<file path="src/rtl/apb4_slave_ctrl.sv">
// apb4_slave_ctrl
//   APB4 slave front end. Turns an APB transfer into a one-cycle registered
//   backend request (wr_en/rd_en plus latched addr/data/strobes) and waits for
//   a one-cycle backend acknowledge. It also enforces a minimum number of ACCESS
//   cycles (WAIT_STATES) and flags out-of-window or misaligned addresses with
//   PSLVERR.
//
//   Optional macro APB4_SLV_TIMEOUT_EN: when it is defined, an ACCESS phase
//   that sees no bk_ack for TIMEOUT cycles ends with an error completion. When
//   it is not defined, ACCESS waits for bk_ack with no limit.
//
// Ports
//   pclk, preset           clock and synchronous active-high reset
//   psel/penable/pwrite/
//   paddr/pwdata/pstrb     APB request
//   prdata/pready/pslverr  APB response; all three are zero outside DONE
//   wr_en/rd_en            one-cycle backend strobes (first ACCESS cycle)
//   addr/wr_data/wr_strb   latched offset, write data and write strobes
//   rd_data/bk_ack         backend read data and completion pulse
module apb4_slave_ctrl #(
  parameter int unsigned              DATA_WIDTH  = 32,
  parameter int unsigned              ADDR_WIDTH  = 32,
  parameter logic [ADDR_WIDTH-1:0]    BASE_ADDR   = '0,
  parameter logic [ADDR_WIDTH:0]      ADDR_SPACE  = 'd4096,
  parameter int unsigned              WAIT_STATES = 0,
  parameter int unsigned              TIMEOUT     = 16
) (
  input  logic                      pclk,
  input  logic                      preset,
  input  logic                      psel,
  input  logic                      penable,
  input  logic                      pwrite,
  input  logic [ADDR_WIDTH-1:0]     paddr,
  input  logic [DATA_WIDTH-1:0]     pwdata,
  input  logic [DATA_WIDTH/8-1:0]   pstrb,
  output logic [DATA_WIDTH-1:0]     prdata,
  output logic                      pready,
  output logic                      pslverr,
  output logic                      wr_en,
  output logic                      rd_en,
  output logic [ADDR_WIDTH-1:0]     addr,
  output logic [DATA_WIDTH-1:0]     wr_data,
  output logic [DATA_WIDTH/8-1:0]   wr_strb,
  input  logic [DATA_WIDTH-1:0]     rd_data,
  input  logic                      bk_ack
);

  localparam int unsigned STRB_W = DATA_WIDTH / 8;

  // Low address bits that must be zero for a word-aligned access. A mask
  // instead of a slice keeps DATA_WIDTH=8 (no alignment bits) legal.
  localparam logic [ADDR_WIDTH-1:0] ALIGN_MASK = ADDR_WIDTH'(STRB_W - 1);

  // Window bounds at ADDR_WIDTH+1 bits so BASE_ADDR+ADDR_SPACE cannot wrap.
  localparam logic [ADDR_WIDTH:0] WIN_LO = {1'b0, BASE_ADDR};
  localparam logic [ADDR_WIDTH:0] WIN_HI = {1'b0, BASE_ADDR} + ADDR_SPACE;

  localparam logic [7:0] WAIT_INIT = 8'(WAIT_STATES);

  // A zero or non-byte configuration has nothing sensible to build.
  if (TIMEOUT == 0 || (DATA_WIDTH % 8) != 0) begin : g_bad_cfg
  end

  typedef enum logic [1:0] {IDLE, ACCESS, DONE} state_t;

  state_t                  state_q,   state_d;
  logic                    write_q,   write_d;
  logic                    ack_seen_q, ack_seen_d;
  logic [7:0]              wcnt_q,    wcnt_d;
  logic [DATA_WIDTH-1:0]   rdata_q,   rdata_d;
  logic                    pready_q,  pready_d;
  logic                    pslverr_q, pslverr_d;
  logic [DATA_WIDTH-1:0]   prdata_q,  prdata_d;
  logic                    wr_en_q,   wr_en_d;
  logic                    rd_en_q,   rd_en_d;
  logic [ADDR_WIDTH-1:0]   addr_q,    addr_d;
  logic [DATA_WIDTH-1:0]   wr_data_q, wr_data_d;
  logic [STRB_W-1:0]       wr_strb_q, wr_strb_d;

`ifdef APB4_SLV_TIMEOUT_EN
  localparam int unsigned     TMO_W    = (TIMEOUT > 1) ? $clog2(TIMEOUT + 1) : 1;
  // Counter starts at 0 in the first ACCESS cycle, so the error completion is
  // scheduled in the cycle where the count has reached TIMEOUT-1.
  localparam logic [TMO_W-1:0] TMO_LAST = TMO_W'(TIMEOUT - 1);
  logic [TMO_W-1:0]           tmo_q, tmo_d;
`endif

  logic in_win;
  logic decode_err;

  assign in_win     = ({1'b0, paddr} >= WIN_LO) && ({1'b0, paddr} < WIN_HI);
  assign decode_err = !in_win || ((paddr & ALIGN_MASK) != '0);

  always_comb begin
    state_d    = state_q;
    write_d    = write_q;
    ack_seen_d = ack_seen_q;
    wcnt_d     = wcnt_q;
    rdata_d    = rdata_q;
    pready_d   = 1'b0;
    pslverr_d  = 1'b0;
    prdata_d   = '0;
    wr_en_d    = 1'b0;
    rd_en_d    = 1'b0;
    addr_d     = addr_q;
    wr_data_d  = wr_data_q;
    wr_strb_d  = wr_strb_q;
`ifdef APB4_SLV_TIMEOUT_EN
    tmo_d      = tmo_q;
`endif

    unique case (state_q)
      IDLE: begin
        if (psel && !penable) begin
          write_d    = pwrite;
          addr_d     = paddr - BASE_ADDR;
          wr_data_d  = pwdata;
          wr_strb_d  = pwrite ? pstrb : '0;
          wcnt_d     = WAIT_INIT;
          ack_seen_d = 1'b0;
`ifdef APB4_SLV_TIMEOUT_EN
          tmo_d      = '0;
`endif
          if (decode_err) begin
            // Rejected without touching the backend.
            state_d   = DONE;
            pready_d  = 1'b1;
            pslverr_d = 1'b1;
          end else begin
            state_d = ACCESS;
            wr_en_d = pwrite;
            rd_en_d = !pwrite;
          end
        end
      end

      ACCESS: begin
        if (!psel) begin
          // Master abandoned the transfer: drop everything, no completion.
          state_d   = IDLE;
          addr_d    = '0;
          wr_data_d = '0;
          wr_strb_d = '0;
        end else begin
          // Only the first acknowledge of a transfer counts.
          if (bk_ack && !ack_seen_q) begin
            ack_seen_d = 1'b1;
            if (!write_q) rdata_d = rd_data;
          end
          if (wcnt_q != 8'd0) wcnt_d = wcnt_q - 8'd1;

          if (wcnt_q == 8'd0 && (ack_seen_q || bk_ack)) begin
            state_d  = DONE;
            pready_d = 1'b1;
            prdata_d = write_q ? '0 : rdata_d;
          end
`ifdef APB4_SLV_TIMEOUT_EN
          else if (!ack_seen_q && !bk_ack) begin
            if (tmo_q == TMO_LAST) begin
              state_d   = DONE;
              pready_d  = 1'b1;
              pslverr_d = 1'b1;
            end else begin
              tmo_d = tmo_q + TMO_W'(1);
            end
          end
`endif
        end
      end

      DONE: begin
        state_d = IDLE;
      end

      default: begin
        state_d = IDLE;
      end
    endcase
  end

  always_ff @(posedge pclk) begin
    if (preset) begin
      state_q    <= IDLE;
      write_q    <= 1'b0;
      ack_seen_q <= 1'b0;
      wcnt_q     <= '0;
      rdata_q    <= '0;
      pready_q   <= 1'b0;
      pslverr_q  <= 1'b0;
      prdata_q   <= '0;
      wr_en_q    <= 1'b0;
      rd_en_q    <= 1'b0;
      addr_q     <= '0;
      wr_data_q  <= '0;
      wr_strb_q  <= '0;
`ifdef APB4_SLV_TIMEOUT_EN
      tmo_q      <= '0;
`endif
    end else begin
      state_q    <= state_d;
      write_q    <= write_d;
      ack_seen_q <= ack_seen_d;
      wcnt_q     <= wcnt_d;
      rdata_q    <= rdata_d;
      pready_q   <= pready_d;
      pslverr_q  <= pslverr_d;
      prdata_q   <= prdata_d;
      wr_en_q    <= wr_en_d;
      rd_en_q    <= rd_en_d;
      addr_q     <= addr_d;
      wr_data_q  <= wr_data_d;
      wr_strb_q  <= wr_strb_d;
`ifdef APB4_SLV_TIMEOUT_EN
      tmo_q      <= tmo_d;
`endif
    end
  end

  assign prdata  = prdata_q;
  assign pready  = pready_q;
  assign pslverr = pslverr_q;
  assign wr_en   = wr_en_q;
  assign rd_en   = rd_en_q;
  assign addr    = addr_q;
  assign wr_data = wr_data_q;
  assign wr_strb = wr_strb_q;

endmodule

</file>
<file path="config.mk">
export PLATFORM = sky130hd
export DESIGN_NAME = apb4_slave_ctrl
export DESIGN_NICKNAME = d
export VERILOG_FILES = /design/src/rtl/apb4_slave_ctrl.sv
export SDC_FILE = /design/constraint.sdc
export NUM_CORES = 1
export LEC_CHECK = 0
export ABC_AREA = 1
export BUFFER_PORTS_ARGS = -buffer_cell sky130_fd_sc_hd__buf_2
export CAP_MARGIN = 20
export CORE_UTILIZATION = 55
export CTS_BUF_LIST = sky130_fd_sc_hd__clkbuf_2
export DETAILED_ROUTE_END_ITERATION = 8
export PLACE_DENSITY_LB_ADDON = 0.15
export SLEW_MARGIN = 20
export SYNTH_ARGS = -nofsm -noshare
export SYNTH_HDL_FRONTEND = slang
export SYNTH_SLANG_ARGS = --single-unit
</file>
<file path="constraint.sdc">
create_clock -name pclk -period 2.78 [get_ports pclk]
set_clock_uncertainty 0.2 [all_clocks]
set_input_delay 0.417 -clock pclk [delete_from_list [all_inputs] [get_ports pclk]]
set_output_delay 0.417 -clock pclk [all_outputs]
set_load 0.03 [all_outputs]
</file>
==> results of run 1 <==
-- logic make-up after synthesis --
family	after synthesis	share of synthesized area [%]
xor gates and xnor gates	1	0.151
and+or+nand+nor	316	22.8
AOI/OAI and AO/OA	152	14.6
DFF	148	51.0
adders and majority gates	2	0.431
buffers and inverters	144	11.0
-- power breakdown --
part           switching [mW]  total, mW  internal [mW]  leakage (nW)
combinational           0.510      0.845          0.335          2.67
clock                   0.772       1.38          0.606         0.163
sequential             0.0518       2.27           2.22          1.20
total                    1.33       4.49           3.16          4.03
-- cell type report --
cell class | count | area, um^2
Sequential cell | 148 | 2960
Timing Repair Buffer | 335 | 2310
Multi-Input combinational cell | 471 | 2210
Fill cell | 651 | 1990
Inverter | 94 | 355
Clock inverter | 12 | 179
Tap cell | 136 | 170
Clock buffer | 20 | 100
-- cells in the mapped netlist (all sizes together) --
library cell | instances | area share [%]
ha | 2 | 0.43
nand3 | 79 | 7.0
xor2 | 1 | 0.15
dfxtp | 148 | 51
o21a | 1 | 0.13
nand2 | 156 | 10
nor4 | 1 | 0.11
clkbuf | 18 | 1.2
buf | 32 | 3.7
or2 | 1 | 0.11
o211ai | 32 | 4.1
nand4 | 2 | 0.22
nor3 | 2 | 0.17
o21ai | 43 | 3.8
inv | 94 | 6.1
a21oi | 76 | 6.6
nor2 | 75 | 5.0
-- worst paths after layout --
| kind | cells past startpoint | start | slack [ns] | to |
|---|---|---|---|---|
| setup / recovery | 7 | state_q[1]$_SDFFE_PP0P_ | 0.30 | wr_data[13]$_SDFFE_PP0P_ |
| hold / removal | 7 | psel | 0.05 | pslverr$_SDFF_PP0_ |
| setup reg to reg | 7 | state_q[1]$_SDFFE_PP0P_ | 0.30 | wr_data[13]$_SDFFE_PP0P_ |
| hold reg to reg | 2 | addr[15]$_SDFFE_PP0P_ | 0.27 | addr[15]$_SDFFE_PP0P_ |
-- metal layers --
metal / GRT usage, % / vias up / part of all wire (%)
met1: 35.7 / 2872 / 39
met5: 0 / - / 0
met4: 17.0 / 0 / 4.3
li1: - / 3054 / -
met2: 53.1 / 340 / 48
met3: 9.86 / 77 / 8.1
-- timing repair --
item                                    in CTS  in global routing
buffers inserted                             0                  0
hold buffers                               118                  0
gates resized for setup                      0                  1
endpoints found under the hold margin      143                  0
endpoints found under the setup margin       0                 11
-- flip-flops by register name (all words and copies together), names as in the netlist --
name        cells
addr           32
prdata         32
rdata_q        32
wr_data        32
wcnt_q          8
wr_strb         4
state_q         2
ack_seen_q      1
pready          1
pslverr         1
rd_en           1
wr_en           1
write_q         1
-- through the flow --
step	power [mW]	hold WS (ns)	std cells	utilization [%]
CTS	4.49	0.0144	1216	80.6
finish	4.49	0.0466	1216	80.7
global placement	2.97	0.245	1066	66.4
detailed placement	3.00	0.253	1066	66.4
global route	4.70	0.0130	1216	80.7
floorplan	2.80	0.254	763	-
-- critical path, cell delays in order, from the launching register on --
cell	delay, ns
dfxtp_1	0.46
nor2_1	0.10
nand2_2	0.14
o21ai_2	0.12
inv_4	0.50
nand2_1	0.17
a21oi_1	0.18
dlygate4sd3_1	0.56
==> results by group, run 1 <==
Global route
  • Pin count of the biggest net entering global routing: 69
  • First-pass GRT wire length: 27.8 mm
  • Initial antenna violation count: 0
  • Number of global-route vias before repair: 6,006
  • Total Routing Usage GR: 31.6%
  • Grt total ovfl: 0

Die
  • Core area: 10,300 um^2
  • Row count: 37
  • Die X-Extent: 105 um
  • I/O pin count: 210
  • Die ar.: 11,000 um^2
  • Die Height: 105 um
  • Initial Util: 56.5%

Critical path
  • CP Max Fanout: 68
  • Critical Path End Type: register
  • Setup crit start kind: register
  • CP required: 3.22 ns
  • Arrival @ worst endpoint: 2.92 ns
  • Worst Path Class, Setup: reg -> reg

Synth
  • Post-Syn Instances: 763
  • Synth Net Count: 871
  • Mapped cell area: 5810 um^2
  • Synth cell types: 26
  • Yosys Warn Count: 0
  • Avg Cell Area, Syn: 7.61 um^2
  • Seq/Total Area, Yosys: 51.0%
  • Register bit total from synthesis: 148

STA
  • Max Freq: 403 MHz
  • Slew headroom: 54.8%
  • Slew of the pin with the lowest slew margin: 0.678 ns
  • RSZ-0062 raised after global routing: no
  • Final Cycle Share: 89.3%
  • Fin. Hold Viols: 0
  • Max Slew Vio Count: 0
  • Crit path setup slack, layout: 0.297 ns
  • Setup TNS: 0 ns
  • Final setup viols: 0
  • Fin crit period: 2.48 ns

Detailed routing
  • Residual DRC: 0
  • Final Routed Wirelength: 17.0 mm
  • Initial DRC count: 341
  • Via count: 6,343
  • ANT nets after route: 0
  • Vias/cell: 5.22
  • Routed wire per std cell: 13.9 um
  • DRT Pass-1 Iters: 5

Worst hold path
  • Hold WC Path Type: in -> reg

CTS
  • CTS tree: yes
  • Sink Count: 148
  • Worst skew pair latency: 0.69 ns
  • Clock Tree Buf Depth: 2
  • H-tree depth: 4
  • Clock-pin slew on the worst setup and hold paths: 0.22 ns
  • Clock root cell: clkbuf_2
  • Total CTS buffers: 17

Pwr
  • Worst VDD drop: 0.000379 V
  • Pwr dens: 542 nW/um^2
  • Leakage Power: 4.03 nW

Flow run
  • Max-cap violations: 0

Final layout
  • Commonest non-fill, non-tap cells in the layout: buf_2 (209), nand2_1 (153), dfxtp_1 (148), dlygate4sd3_1 (118), inv_1 (88)
  • Layout cells sized above 1: 24.4%
  • ANT cells: 0
  • Most common cell after layout, fill and taps aside: buf_2
  • Design Area, Final: 8290 um^2
  • NumNets Final: 1,175
  • Area Overhead vs Synth: 42.8%

Placed design
  • Detailed placement HPWL: 9.72 mm
  • Worst slack at placement: 0.503 ns
  • Cell Area, Placed: 6830 um^2
  • Final GP Congestion: 0.872
  • IO Port Bufs: 209

Outcome
  • Outcome: finished, final reports clean
No activity file was read; power rests on OpenSTA's default activity.
==> run 2: changes to the inputs <==
Settings changed: CORE_UTILIZATION 55 to 51.
Clock period 2.78 ns to 2.7 ns, I/O delays scaled along.
==> results by group, run 2 (synthesized netlist as in run 1, its figures left out) <==
Detailed routing
  • Initial DRC count: 321 (-5.9%)
  • Residual DRC: 0 (unchanged)
  • Routed wire per std cell: 13.8 um (-0.81%)
  • DRT Pass-1 Iters: 5 (unchanged)
  • Via count: 6,198 (-2.3%)
  • Final Routed Wirelength: 16.8 mm (-0.97%)
  • ANT nets after route: 0 (unchanged)
  • Vias/cell: 5.11 (-2.1%)

CTS
  • Clock Tree Buf Depth: 2 (unchanged)
  • # Post-CTS Setup Buffers: 0 (unchanged)
  • Total CTS buffers: 17 (unchanged)
  • Clock-pin slew on the worst setup and hold paths: 0.18 ns (-0.04 ns)
  • Worst skew pair latency: 0.69 ns (about the same)
  • Sink Count: 148 (unchanged)
  • CTS tree: yes
  • H-tree depth: 4 (unchanged)
  • Clock root cell: clkbuf_2

STA
  • Slew of the pin with the lowest slew margin: 0.689 ns (+0.0106 ns)
  • Setup TNS: 0 ns (unchanged)
  • Crit path setup slack, layout: 0.246 ns (-0.0505 ns)
  • Final setup viols: 0 (unchanged)
  • RSZ-0062 raised after global routing: no
  • Fin. Hold Viols: 0 (unchanged)
  • Slew headroom: 54.1% (-0.71 points)
  • Max Freq: 408 MHz (+1.2%)
  • Fin crit period: 2.45 ns (-0.0295 ns)
  • Final Cycle Share: 90.9% (+1.6 points)
  • Max Slew Vio Count: 0 (unchanged)

Die
  • Row count: 38 (+2.7%)
  • Core area: 11,000 um^2 (+6.9%)
  • I/O pin count: 210 (unchanged)
  • Initial Util: 52.9% (-3.6 points)
  • Die ar.: 11,800 um^2 (+7.7%)
  • Die Height: 109 um (+3.8%)
  • Die X-Extent: 109 um (+3.8%)

Global route
  • Number of global-route vias before repair: 5,864 (-2.4%)
  • Pin count of the biggest net entering global routing: 69 (unchanged)
  • Initial antenna violation count: 0 (unchanged)
  • Met1 global-route usage: 33.4% (-2.3 points)
  • Met2 Usage GRT: 48.3% (-4.8 points)
  • First-pass GRT wire length: 26.7 mm (-3.7%)
  • Met3 usage: 8.37% (-1.5 points)
  • Grt total ovfl: 0 (unchanged)
  • Total Routing Usage GR: 28.8% (-2.7 points)
  • Busiest grt layer: met2

Critical path
  • Arrival @ worst endpoint: 2.89 ns (-0.03 ns)
  • Critical Path End Type: register
  • Crit path largest cell delay: 0.58 ns (+0.02 ns)
  • Setup crit start kind: register
  • CP required: 3.14 ns (-0.08 ns)
  • WP buf/inv: 4 (+2)
  • R2R Path Start: state_q[1]$_SDFFE_PP0P_
  • Reg-to-reg slack, setup: 0.25 ns (-0.05 ns)
  • Reg2reg path depth: 8 (+1)
  • CP Max Fanout: 67 (-1.5%)
  • Reg-to-Reg End: wr_strb[1]$_SDFFE_PP0P_
  • Slowest-stage cell, CP: dlygate4sd3_1
  • Cell Chain, Critical Path: nor2_4, inv_2, buf_4, nand2_1, inv_1, nand3_1, dlygate4sd3_1, a21oi_1
  • Worst Path Class, Setup: reg -> reg
  • Crit path max-delay family: buffers and inverters

Final layout
  • Commonest non-fill, non-tap cells in the layout: buf_2 (209), nand2_1 (153), dfxtp_1 (148), dlygate4sd3_1 (113), inv_1 (88)
  • Most common cell after layout, fill and taps aside: buf_2
  • # fillers: 840 (+29%)
  • NumNets Final: 1,169 (-0.51%)
  • Reg area: 2960 um^2 (unchanged)
  • Area occupied by multi-input gates: 2210 um^2 (unchanged)
  • Area Overhead vs Synth: 40.5%
  • ANT cells: 0 (unchanged)
  • Layout cells sized above 1: 24.0% (-0.42 points)
  • Non-Filler Instances: 1,214 (-0.16%)

Worst hold path
  • Worst hold stages: 2 (-5)
  • HP Start: addr[29]$_SDFFE_PP0P_
  • Hold EP: addr[29]$_SDFFE_PP0P_
  • Hold WC Path Type: reg -> reg

Pwr
  • Leakage Power: 3.94 nW (-2.3%)
  • Pwr dens: 523 nW/um^2 (-3.4%)
  • Worst VDD drop: 0.000337 V (-11%)
  • Power Total: 4.27 mW (-4.9%)

Placed design
  • IO Port Bufs: 209 (unchanged)
  • Detailed placement HPWL: 9.30 mm (-4.3%)
  • Placed Cells incl. Taps: 1,069 (+0.28%)
  • Worst slack at placement: 0.386 ns (-0.117 ns)
  • Final GP Congestion: 0.784 (-10%)

Flow run
  • Max-cap violations: 0 (unchanged)

Outcome
  • Outcome: finished, final reports clean
## run 2: repair_timing
action	in CTS	in global routing
hold buffers	113	0
endpoints found under the setup margin	0	3
endpoints found under the hold margin	146	0
resized for setup	0	1
## run 2: where the power goes
group / switching, mW / internal [mW]
combinational: 0.521 / 0.340
clock: 0.760 / 0.315
sequential: 0.0516 / 2.28
## run 2: per-layer routing
layer / part of all wire [%] / up-vias
met4: 3.7 / 0
met5: 0 / -
met3: 7.9 / 53
met2: 48 / 286
li1: - / 3053
met1: 41 / 2806
## run 2: area by class of cell
class | instances | share of cell area [%]
tap | 140 | 2.15
timing repair buffer | 329 | 27.8
sequential | 148 | 36.3
multi-input combinational | 471 | 27.1
clock buffer | 19 | 1.17
clock inverter | 13 | 1.13
inverter | 94 | 4.36
## run 2: worst max-delay path by stage
stage,slack (ns),endpoint,from,depth (start not counted)
6_report,0.25,wr_strb[1]$_SDFFE_PP0P_,state_q[1]$_SDFFE_PP0P_,8
5_1_grt,0.03,wr_strb[1]$_SDFFE_PP0P_,state_q[1]$_SDFFE_PP0P_,8
4_1_cts,0.06,wr_strb[2]$_SDFFE_PP0P_,state_q[1]$_SDFFE_PP0P_,7
3_5_place_dp,0.39,wr_data[1]$_SDFFE_PP0P_,psel,8
3_3_place_gp,0.48,wr_data[5]$_SDFFE_PP0P_,psel,8
2_1_floorplan,1.15,prdata[0]$_SDFF_PP0_,wcnt_q[0]$_SDFFE_PP0P_,9
## run 2: tightest hold or removal path: stages, from the launching register on
cell	delay, ns
dfxtp_1	0.35
nand2_1	0.06
a21oi_1	0.05
## run 2: metrics by stage
step / hold WS, ns / utilization (%) / instance area, um^2
finish: 0.272 / 74.3 / 8160
global route: 0.226 / 74.3 / 8160
CTS: 0.216 / 74.3 / 8160
detailed placement: 0.251 / 62.3 / 6840
global placement: 0.245 / 62.3 / 6840
floorplan: 0.254 / - / 5810
==> run 3: changes to the inputs <==
Clock period 2.7 ns to 2.5 ns, I/O delays scaled along.
==> results by group, run 3 (synthesized netlist as in run 1, its figures left out) <==
Outcome
  • Outcome: finished with violations
  • Failing checks: setup timing

CTS
  • CTS tree: yes
  • Clock root cell: clkbuf_2
  • # Post-CTS Setup Buffers: 0 (unchanged)
  • Total CTS buffers: 17 (unchanged)
  • Sink Count: 148 (unchanged)
  • H-tree depth: 4 (unchanged)
  • Clock Tree Buf Depth: 2 (unchanged)
  • Clock-pin slew on the worst setup and hold paths: 0.22 ns (+0.04 ns)
  • Worst skew pair latency: 0.68 ns (about the same)

Die
  • Die ar.: 11,800 um^2 (unchanged)
  • Die X-Extent: 109 um (unchanged)
  • Initial Util: 52.9% (unchanged)
  • Core area: 11,000 um^2 (unchanged)
  • I/O pin count: 210 (unchanged)
  • Die Height: 109 um (unchanged)
  • Row count: 38 (unchanged)

Critical path
  • R2R Path Start: state_q[1]$_SDFFE_PP0P_
  • Slowest-stage cell, CP: dlygate4sd3_1
  • CP Max Fanout: 3 (-96%)
  • Most used cell, CP: dlygate4sd3_1
  • Critical Path End Type: register
  • Worst Path Class, Setup: in -> reg
  • Crit path largest cell delay: 0.60 ns (+0.02 ns)
  • Arrival @ worst endpoint: 2.93 ns (+0.04 ns)
  • Reg-to-reg slack, setup: 0.19 ns (-0.06 ns)
  • Cell Chain, Critical Path: dlygate4sd3_1, buf_2, nor2_1, nand2_1, nor2_1, dlygate4sd3_1, nand3_1, nor4_1, dlygate4sd3_1
  • Critical path launch point: paddr[15]
  • Setup crit start kind: primary input
  • CP required: 2.92 ns (-0.22 ns)

STA
  • Final Cycle Share: 100%
  • Setup TNS: -0.00967 ns (-0.00967 ns)
  • Slew of the pin with the lowest slew margin: 0.659 ns (-0.0296 ns)
  • Final setup viols: 1 (+1)
  • Crit path setup slack, layout: -0.00967 ns (-0.256 ns)
  • Max Slew Vio Count: 0 (unchanged)
  • RSZ-0062 raised after global routing: no
  • Fin crit period: 2.51 ns
  • Max Freq: 398 MHz
  • Slew headroom: 56.1% (+2.0 points)
  • Hold slack: 0.274 ns (+0.00237 ns)
  • Fin. Hold Viols: 0 (unchanged)

Detailed routing
  • Final Routed Wirelength: 16.5 mm (-1.8%)
  • Residual DRC: 0 (unchanged)
  • Via count: 6,139 (-0.95%)
  • ANT nets after route: 0 (unchanged)
  • Initial DRC count: 418 (+30%)
  • DRT Pass-1 Iters: 5 (unchanged)
  • Vias/cell: 5.06 (-0.95%)
  • Routed wire per std cell: 13.6 um (-1.8%)

Final layout
  • NumNets Final: 1,169 (unchanged)
  • ANT cells: 0 (unchanged)
  • Layout cells sized above 1: 24.7% (+0.65 points)
  • Area Overhead vs Synth: 42.0%
  • Fin util: 75.1% (+0.80 points)
  • Design Area, Final: 8250 um^2 (+1.1%)
  • Commonest non-fill, non-tap cells in the layout: buf_2 (209), nand2_1 (153), dfxtp_1 (148), dlygate4sd3_1 (111), inv_1 (88)
  • Most common cell after layout, fill and taps aside: buf_2
  • # fillers: 844 (+0.48%)

Worst hold path
  • Hold WC Path Type: reg -> reg
  • HP Start: wr_data[3]$_SDFFE_PP0P_

Flow run
  • Max-cap violations: 0 (unchanged)

Placed design
  • Cell Area, Placed: 6840 um^2 (about the same)
  • IO Port Bufs: 209 (unchanged)
  • Final GP Congestion: 0.788 (+0.42%)
  • Detailed placement HPWL: 9.14 mm (-1.7%)

Global route
  • Total Routing Usage GR: 28.5% (-0.36 points)
  • Number of global-route vias before repair: 5,711 (-2.6%)
  • First-pass GRT wire length: 26.3 mm (-1.6%)
  • Initial antenna violation count: 0 (unchanged)
  • Pin count of the biggest net entering global routing: 69 (unchanged)
  • Grt total ovfl: 0 (unchanged)

Pwr
  • Leakage Power: 3.99 nW (+1.2%)
  • Worst VDD drop: 0.000523 V (+55%)
  • Power Total: 5.02 mW (+18%)
  • Pwr dens: 609 nW/um^2 (+16%)
run 3: changes by cell type in the layout (fill, tap and decap cells not counted), sizes merged:
cell / change
inv: +5
clkinvlp: -4
bufinv: +3
clkinv: -3
buf: +2
dlygate4sd3: -2
clkbuf: -1
run 3: worst max-delay path: cells and delay by family:
family	cells	cell delay, ns
buffers and inverters	4	1.87
and+or+nand+nor	5	0.68
run 3: final timing paths:
check,cells past startpoint,to
worst max register to register,8,wr_strb[1]$_SDFFE_PP0P_
worst min register to register,2,wr_data[3]$_SDFFE_PP0P_
worst min-delay path,2,wr_data[3]$_SDFFE_PP0P_
worst max-delay path,9,rd_en$_SDFF_PP0_
run 3: layout make-up:
cell class / count / area (um^2) / area share (%)
clock buffer: 18 / 90.1 / 1.09
clock inverter: 14 / 199 / 2.41
inverter: 94 / 355 / 4.31
multi-input combinational: 471 / 2210 / 26.8
sequential: 148 / 2960 / 35.9
tap: 140 / 175 / 2.12
timing repair buffer: 329 / 2250 / 27.3
run 3: per-stage QoR:
stage,cells,worst slack [ns]
after global routing,1214,0.0310
after global placement,1071,0.307
after detailed placement,1071,0.282
after CTS,1214,0.0282
final,1214,-0.00967
after floorplan,763,0.949
run 3: layer usage:
layer / GRT usage [%] / up-vias / share of wire, %
li1: - / 3048 / -
met1: 34.1 / 2763 / 41
met2: 46.7 / 269 / 48
met3: 8.01 / 59 / 7.8
met4: 14.1 / 0 / 3.5
met5: 0 / - / 0
run 3: timing repair:
item | CTS | global route
hold endpoints to repair | 146 | 0
setup endpoints to repair | 0 | 67
hold buffers | 111 | 0
gates resized for setup | 0 | 2
run 3: power by group:
part	total (mW)	internal, mW	switching [mW]	leakage [nW]
Clock	1.57	0.679	0.895	0.172
Combinational	0.922	0.362	0.559	2.62
Sequential	2.52	2.47	0.0560	1.20
Total	5.02	3.51	1.51	3.99
